`src/rtl/rede_io_host.sv`:
```
// Host-side buffering for the rede processor I/O ports: per-port input FIFOs and one tagged output FIFO.
// Optional feature macro REDE_IO_STATUS_EN enables the saturating underflow/overflow counters.
module rede_io_host #(
    parameter int NUBITS = 31,
    parameter int NPORTS = 4,
    parameter int IDEPTH = 8,
    parameter int ODEPTH = 16,
    localparam int PW  = (NPORTS > 1) ? $clog2(NPORTS) : 1,
    localparam int IAW = $clog2(IDEPTH),
    localparam int OAW = $clog2(ODEPTH)
) (
    input  logic                     clk,
    input  logic                     rst,
    input  logic signed [NUBITS-1:0] s_data,
    input  logic [PW-1:0]            s_port,
    input  logic                     s_valid,
    output logic                     s_ready,
    output logic signed [NUBITS-1:0] io_in,
    input  logic [NPORTS-1:0]        req_in,
    input  logic signed [NUBITS-1:0] io_out,
    input  logic [NPORTS-1:0]        out_en,
    output logic signed [NUBITS-1:0] m_data,
    output logic [PW-1:0]            m_port,
    output logic                     m_valid,
    input  logic                     m_ready,
    output logic                     underflow,
    output logic                     overflow,
    output logic                     multihot,
    output logic [15:0]              unf_cnt,
    output logic [15:0]              ovf_cnt
);

    typedef logic [IAW:0] iptr_t;
    typedef logic [OAW:0] optr_t;

    logic signed [NUBITS-1:0] imem_q [NPORTS][IDEPTH];
    iptr_t                    iwr_q [NPORTS];
    iptr_t                    iwr_d [NPORTS];
    iptr_t                    ird_q [NPORTS];
    iptr_t                    ird_d [NPORTS];
    logic signed [NUBITS-1:0] odat_q [ODEPTH];
    logic [PW-1:0]            oprt_q [ODEPTH];
    optr_t                    owr_q, owr_d, ord_q, ord_d;
    logic                     unf_q, unf_d, ovf_q, ovf_d, mh_q, mh_d;
    logic [NPORTS-1:0]        ifull, iempty;
    logic                     ofull, oempty;
    logic [PW-1:0]            rp, cp;
    logic                     push, pop, unf_evt, cap, drop, opop;

    function automatic logic [PW-1:0] lowest_idx(input logic [NPORTS-1:0] v);
        logic [PW-1:0] idx;
        idx = '0;
        for (int i = NPORTS - 1; i >= 0; i--)
            if (v[i]) idx = PW'(i);
        return idx;
    endfunction

    function automatic logic multi_hot(input logic [NPORTS-1:0] v);
        return (v & (v - NPORTS'(1))) != '0;
    endfunction

    // Pointers are one bit wider than the address so full and empty stay distinguishable.
    always_comb begin
        for (int p = 0; p < NPORTS; p++) begin
            iempty[p] = (iwr_q[p] == ird_q[p]);
            ifull[p]  = (iwr_q[p][IAW] != ird_q[p][IAW]) &&
                        (iwr_q[p][IAW-1:0] == ird_q[p][IAW-1:0]);
        end
    end

    assign oempty  = (owr_q == ord_q);
    assign ofull   = (owr_q[OAW] != ord_q[OAW]) && (owr_q[OAW-1:0] == ord_q[OAW-1:0]);
    assign rp      = lowest_idx(req_in);
    assign cp      = lowest_idx(out_en);

    assign s_ready = rst && !ifull[s_port];
    assign push    = s_valid && s_ready;
    assign pop     = rst && (req_in != '0) && !iempty[rp];
    assign unf_evt = rst && (req_in != '0) && iempty[rp];
    assign io_in   = pop ? imem_q[rp][ird_q[rp][IAW-1:0]] : '0;

    // A full output FIFO drops the capture even when the host pops on the same edge.
    assign cap     = rst && (out_en != '0) && !ofull;
    assign drop    = rst && (out_en != '0) && ofull;
    assign m_valid = !oempty;
    assign opop    = rst && m_valid && m_ready;
    assign m_data  = m_valid ? odat_q[ord_q[OAW-1:0]] : '0;
    assign m_port  = m_valid ? oprt_q[ord_q[OAW-1:0]] : '0;

    always_comb begin
        iwr_d = iwr_q;
        ird_d = ird_q;
        if (push) iwr_d[s_port] = iwr_q[s_port] + iptr_t'(1);
        if (pop)  ird_d[rp]     = ird_q[rp] + iptr_t'(1);
        owr_d = cap  ? owr_q + optr_t'(1) : owr_q;
        ord_d = opop ? ord_q + optr_t'(1) : ord_q;
        unf_d = unf_q | unf_evt;
        ovf_d = ovf_q | drop;
        mh_d  = mh_q | (rst && (multi_hot(req_in) || multi_hot(out_en)));
    end

    always_ff @(posedge clk) begin
        if (!rst) begin
            for (int p = 0; p < NPORTS; p++) begin
                iwr_q[p] <= '0;
                ird_q[p] <= '0;
            end
            owr_q <= '0;
            ord_q <= '0;
            unf_q <= 1'b0;
            ovf_q <= 1'b0;
            mh_q  <= 1'b0;
        end else begin
            iwr_q <= iwr_d;
            ird_q <= ird_d;
            owr_q <= owr_d;
            ord_q <= ord_d;
            unf_q <= unf_d;
            ovf_q <= ovf_d;
            mh_q  <= mh_d;
        end
    end

    // Storage is never reset; emptied pointers make stale contents unreachable.
    always_ff @(posedge clk) begin
        if (push) imem_q[s_port][iwr_q[s_port][IAW-1:0]] <= s_data;
        if (cap) begin
            odat_q[owr_q[OAW-1:0]] <= io_out;
            oprt_q[owr_q[OAW-1:0]] <= cp;
        end
    end

    assign underflow = unf_q;
    assign overflow  = ovf_q;
    assign multihot  = mh_q;

`ifdef REDE_IO_STATUS_EN
    logic [15:0] unf_cnt_q, ovf_cnt_q;

    function automatic logic [15:0] sat_inc(input logic [15:0] c);
        return (c == 16'hFFFF) ? c : c + 16'd1;
    endfunction

    always_ff @(posedge clk) begin
        if (!rst) begin
            unf_cnt_q <= '0;
            ovf_cnt_q <= '0;
        end else begin
            if (unf_evt) unf_cnt_q <= sat_inc(unf_cnt_q);
            if (drop)    ovf_cnt_q <= sat_inc(ovf_cnt_q);
        end
    end

    assign unf_cnt = unf_cnt_q;
    assign ovf_cnt = ovf_cnt_q;
`else
    assign unf_cnt = '0;
    assign ovf_cnt = '0;
`endif

endmodule

```
`config.mk`:
```
export PLATFORM = sky130hd
export DESIGN_NAME = rede_io_host
export DESIGN_NICKNAME = d
export VERILOG_FILES = /design/src/rtl/rede_io_host.sv
export SDC_FILE = /design/constraint.sdc
export NUM_CORES = 2
export LEC_CHECK = 0
export CORE_MARGIN = 10
export CORE_UTILIZATION = 35
export DETAILED_ROUTE_END_ITERATION = 16
export GPL_TIMING_DRIVEN = 0
export PLACE_DENSITY = 0.59
export SETUP_SLACK_MARGIN = 0.4
export SLEW_MARGIN = 15
export SYNTH_ARGS = -nofsm -noshare
export SYNTH_HDL_FRONTEND = slang
export SYNTH_SLANG_ARGS = --single-unit
```
`constraint.sdc`:
```
create_clock -name clk -period 4.9 [get_ports clk]
set_input_delay 0.49 -clock clk [delete_from_list [all_inputs] [get_ports clk]]
set_output_delay 0.49 -clock clk [all_outputs]
set_load 0.005 [all_outputs]
```
Yosys cells after proc, flatten, opt, wreduce, memory -nomap -nowiden. Memories as Yosys holds them, arrays and structs flattened. A register that Yosys moved wholly into a read port is not among the register bits. Index checks and enable logic that the tools add are counted.

Flip-flop bits (word level): 45. Bits in writable memories: 1520. Input bits: 76. Output and inout port bits: 101. Logic and storage cells: 123. Memories: 3.

Add/sub/neg operators: 6. Order comparisons: 9. Equality and inequality tests: 15. Mux-type cells: 40. Bitwise logic cells: 9. Reductions and logical operators: 28.

Memory list: imem_q (words 4, width 248, read ports 1, clocked after memory_dff 0, write ports 1, RTL line 36) `logic signed [NUBITS-1:0] imem_q [NPORTS][IDEPTH];`; odat_q (words 16, width 31, read ports 1, clocked after memory_dff 1, write ports 1, RTL line 41) `logic signed [NUBITS-1:0] odat_q [ODEPTH];`; oprt_q (words 16, width 2, read ports 1, clocked after memory_dff 1, write ports 1, RTL line 42) `logic [PW-1:0] oprt_q [ODEPTH];`.

Operators with widths (number): 248-bit two-way mux (1); 31-bit two-way mux (5); 31-bit binary-select mux with 3-bit select (1); 31-bit demux with 3-bit select (1); 4-bit two-way mux (10); 16-bit bitwise mux (2); 4-bit equality test (5); 1-bit logical AND (19); 2-bit two-way mux (9); 4-bit binary-select mux with 2-bit select (2); 4-bit demux with 2-bit select (2); 4-bit nonzero test (4); 3-bit equality test (4); 5-bit by 1-bit adder with 5-bit output, second input constant (2); 4-bit by 1-bit adder with 4-bit output, second input constant (2); 4-bit AND (2); 4-bit >= comparator, second input constant (2); 3-bit NOT with 4-bit output (2); 4-bit by 1-bit subtractor with 4-bit output, second input constant (2); 3-bit >= comparator, second input constant (2); 2-bit by 3-bit less-than comparator with 1-bit output, second input constant (2); 3-bit by 1-bit less-than comparator with 1-bit output, second input constant (2); 2-bit NOT with 3-bit output (2); 5-bit equality test (1); 7 further kinds (21).

Logic depth before layout (Yosys ltp).
Word-level depth: 13. Depth in mapped cells: 11. Gate-level depth less buffers: 8.

Worst setup path before layout. OpenSTA, ideal clock, no wires.

Kind: register to register. Start: reg owr_q[3]. End: mem odat_q[3][0] (enable). Setup time: 0.464 ns. Arrival time: 3.824 ns. Required time: 4.436 ns. Setup slack: 0.612 ns. Cell stages (with the launch flop): 7. Path buffers: 1. Period minus slack after synthesis: 4.288 ns. Path through: dfxtp_1 -> clkbuf_1 -> xor2_1 -> nor4_1 -> a221oi_2 -> nand2_1 -> nor3_1.

Cells in the longest elaborated chain, start to end: 6.

Ends and longest elaborated chain: start: declaration (RTL line 43) `optr_t owr_q, owr_d, ord_q, ord_d;`; start signal: assignment (RTL line 116) `owr_q <= owr_d;`; 4-bit equality test (RTL line 72) `assign ofull = (owr_q[OAW] != ord_q[OAW]) && (owr_q[OAW-1:0] == ord_q[OAW-1:0]);`; 1-bit logical AND (RTL line 72); 1-bit zero test (RTL line 83) `assign cap = rst && (out_en != '0) && !ofull;`; 1-bit logical AND (RTL line 83); 1-bit two-way mux (RTL line 127) `if (cap) begin`; 1-bit two-way mux (implied by the code) (RTL line 128) `odat_q[owr_q[OAW-1:0]] <= io_out;`; end: declaration (RTL line 41).

Parallel ways exist; a longest one is shown, timed or not.

Worst setup path after layout.
Start: in req_in[0]. End: out io_in[22].

Cells in the longest elaborated chain, start to end: 10. Elaborated cells on any way between the ends: 17. Classes of those cells: mux (10); bitwise (2); reduce/logical (4); memory (1).

Ends and longest elaborated chain: start: declaration (RTL line 19) `input logic [NPORTS-1:0] req_in,`; 2-bit two-way mux (RTL line 54) `if (v[i]) idx = PW'(i);`; 2-bit NOT with 3-bit output (implied by the code) (RTL line 80) `assign io_in = pop ? imem_q[rp][ird_q[rp][IAW-1:0]] : '0;`; 4-bit binary-select mux with 2-bit select (RTL line 80); 4-bit two-way mux (2 in a row); 3-bit NOT with 4-bit output (implied by the code) (RTL line 80); 31-bit binary-select mux with 3-bit select (RTL line 80); 31-bit two-way mux (implied by the code) (2 in a row) (RTL line 80); 31-bit two-way mux (*) (RTL line 80); end: declaration (RTL line 18) `output logic signed [NUBITS-1:0] io_in,`.

Every way passes the cells marked *; elsewhere a longest branch is shown, timed or not. The select of a mux whose other input is x is not followed.

==> results.yml <==
detailed_routing:
  vias: 36060
  drtAntennaViolNets: 0
  first_iter_violations: 4731
  drt_wl_total_mm: 185.1
  drc: 0
  wire_per_inst_um: 29.14
  dr.pass1.iters: 6
  viasPerCell: 5.676
floorplanning:
  rows: 153
  core_um2: 174000
  fp.dieH_um: 438.4
  io_pins: 177
  die_area_um2: 192200
  fp.dieW_um: 438.4
  initial_utilization: 0.3521
sta:
  setup-violations-final: 0
  max_freq_mhz: 220.3
  slew_viol_final: 0
  final.setup.tns_ps: 0
  fin_worst_skew_ps: 88.00
  whs_ps: 199.6
  slew_headroom: 0.2101
  layout_min_cycle_time_ps: 4540
  tightest_slew_ps: 1181
  rsz0062_at_grt: "yes"
  period_share: 0.9266
  hold_violations: 0
place:
  place_hpwl_mm: 124.9
  portBuffers: 144
  gp_congestion: 0.8880
clocking:
  clk_pin_slew_ps: 60
  cts_max_level: 4
  numCtsBuffers: 163
  numClockSinks: 1569
  clk_latency_ps: 850
  cts_tree: "done"
  cts-root-buf: "clkbuf_16"
  cts_buffer_depth: 3
grt:
  track_usage: 0.1871
  grt_pass1_wl_mm: 261.1
  gr-total-overflow: 0
  grt_max_degree: 33
  grt_pass1_vias: 35510
  antenna_found_initial: 15
hold_path:
  holdCritPathClass: "primary input to register"
pwr:
  p_per_area_nw_per_um2: 408.9
  ir_worst_vdd_mv: 0.3728
  leakage_uw: 0.02304
yosys:
  yosys_warnings: 0
  synth_area_um2: 61270
  synth_edf_count: 1520
  synth_ff_type: "edfxtp_1"
  netlist_instances: 3474
  yosysSeqAreaShare: 0.7610
  synth_cell_types: 68
  avgSynthCellArea_um2: 17.64
  synth-seq-cells: 1569
  synthArstFlopShare: 0
worst_setup_path:
  critPathCaptureType: "primary output"
  cp-start-kind: "primary input"
  cpMaxStageDelayCell: "clkdlybuf4s50_1"
  crit_chain: "clkdlybuf4s50_1, clkbuf_4, nor2_1, buf_6, o32ai_4, inv_2, clkbuf_2, o311a_1, o32ai_4, clkdlybuf4s50_1"
  crit_required_ps: 4410
  slowest_delay_ps: 690
  critPathKind: "primary input to primary output"
  cp_max_fo: 10
  arrival_ps: 4050
run:
  drv_cap: 0
run_status:
  status: "complete, no violations"
final_layout:
  drive_gt1_frac: 0.2203
  syn2layout_area_growth_pct: 20.16
  layout.nets: 3979
-- sequential cells by signal (all words and copies together) (netlist names), named ones only --
signal / cells
imem_q: 992
ird_q: 16
iwr_q: 16
multihot: 1
odat_q: 496
oprt_q: 32
ord_q: 5
overflow: 1
owr_q: 5
underflow: 1
-- timing repair --
| item | CTS | global route |
|---|---|---|
| gates cloned | 0 | 0 |
| setup endpoints to repair | 64 | 43 |
| hold buffers | 0 | 0 |
| endpoints found under the hold margin | 0 | 0 |
| buffers inserted | 0 | 1 |
| pin swaps | 1 | 2 |
| resized for setup | 265 | 72 |
-- through the flow --
stage | setup slack (ps) | instance area (µm²) | instances | power (µW) | util
finish | 359.9 | 73620 | 6352 | 30100 | 0.4230
global route | 372.0 | 73610 | 6349 | 30980 | 0.4230
CTS | 329.1 | 73470 | 6341 | 30260 | 0.4222
detailed placement | -917.3 | 67620 | 6055 | 18430 | 0.3886
global placement | -3198 | 65730 | 5974 | 18370 | 0.3777
floorplan | 612.3 | 61380 | 3505 | 16900 | -
-- routing by layer --
metal  vias up  GRT usage  part of all wire
met3       368    0.03972             0.092
met2      1981     0.2952              0.47
met1     18630     0.2483              0.39
met4         8    0.08414             0.044
li1      15070          -                 -
met5         -          0           0.00023
-- cells by family after synthesis --
family,count (synthesis),share of synthesized area
DFF,1569,0.7610
adders and majority gates,8,0.001593
muxes,278,0.08055
and+or+nand+nor,452,0.03882
AOI/OAI and AO/OA,818,0.09058
xor gates and xnor gates,32,0.004575
buffers and inverters,316,0.02279
other,1,0.00006121
-- worst paths after layout --
kind                                        startpoint                        to  slack (ps)  cells after the start
worst max-delay path                         req_in[0]                 io_in[22]         360                     10
worst min-delay path                         s_data[7]  imem_q[2][100]$_DFFE_PP_         200                      1
worst max register to register  ird_q[11]$_SDFFE_PN0P_  imem_q[3][223]$_DFFE_PP_        1080                      8
worst min register to register  iwr_q[15]$_SDFFE_PN0P_    iwr_q[15]$_SDFFE_PN0P_         500                      2
-- critical path: cells and delay by family --
family | cells | cell delay (ps)
compound gates | 3 | 1000
buf+inv | 6 | 2410
simple gates | 1 | 100
-- area by class of cell --
cell class / instances / area, µm²
antenna: 10 / 25.02
buffer: 283 / 1664
clock buffer: 201 / 4242
clock inverter: 85 / 847.1
fill: 15180 / 100400
inverter: 33 / 125.1
multi-input combinational: 1620 / 14230
sequential: 1569 / 46620
tap: 2325 / 2909
timing repair buffer: 226 / 2953
-- report_power, final --
part	leakage, µW	internal [µW]	switching [µW]
sequential	0.0141	14800	40.0
clock	0.00248	6570	5270
combinational	0.00647	1470	1920
total	0.0230	22900	7220
-- cell usage in the layout, fill, tap and decap left out, types with 53 or more instances in the layout --
master	instances
o221ai_1	72
clkdlybuf4s50_1	113
clkbuf_2	86
mux2i_1	53
o22ai_1	188
clkbuf_1	96
clkbuf_16	163
o21ai_0	160
buf_2	56
nor2_1	108
edfxtp_1	1520
mux4_2	169
a21oi_1	115
buf_4	80
a211oi_1	56
-- Yosys cell counts (4+ instances only) --
cell	instances	area [µm²]
a211o_1	11	96.34
a211oi_1	57	427.9
a21oi_1	116	580.6
a221oi_1	7	61.31
a2bb2oi_1	5	43.79
a31oi_1	8	50.05
a32o_1	10	100.1
and2_1	36	225.2
buf_1	20	75.07
buf_2	51	255.2
buf_4	35	262.8
clkbuf_1	175	656.9
dfxtp_1	49	980.9
edfxtp_1	1520	45640
ha_1	7	87.58
inv_1	29	108.9
mux2_2	30	337.8
mux2i_1	79	790.8
mux4_2	169	3806
nand2_1	53	198.9
nand2b_1	10	62.56
nand3_1	14	70.07
nand3b_1	4	30.03
nor2_1	151	566.8
nor2b_1	37	231.5
nor3_1	47	235.2
nor3b_1	16	120.1
nor4b_1	18	157.7
o2111ai_1	4	35.03
o211ai_1	36	270.3
o21ai_0	161	805.8
o221ai_1	72	630.6
o22a_1	40	350.3
o22ai_1	190	1189
o2bb2ai_1	26	227.7
o311a_1	21	210.2
o311ai_1	9	78.83
o31ai_1	11	82.58
o32ai_1	22	192.7
or3_1	36	225.2
or3b_2	12	105.1
xnor2_1	19	166.4
xor2_1	13	113.9
Note: power is estimated with default switching activity, not from simulation.
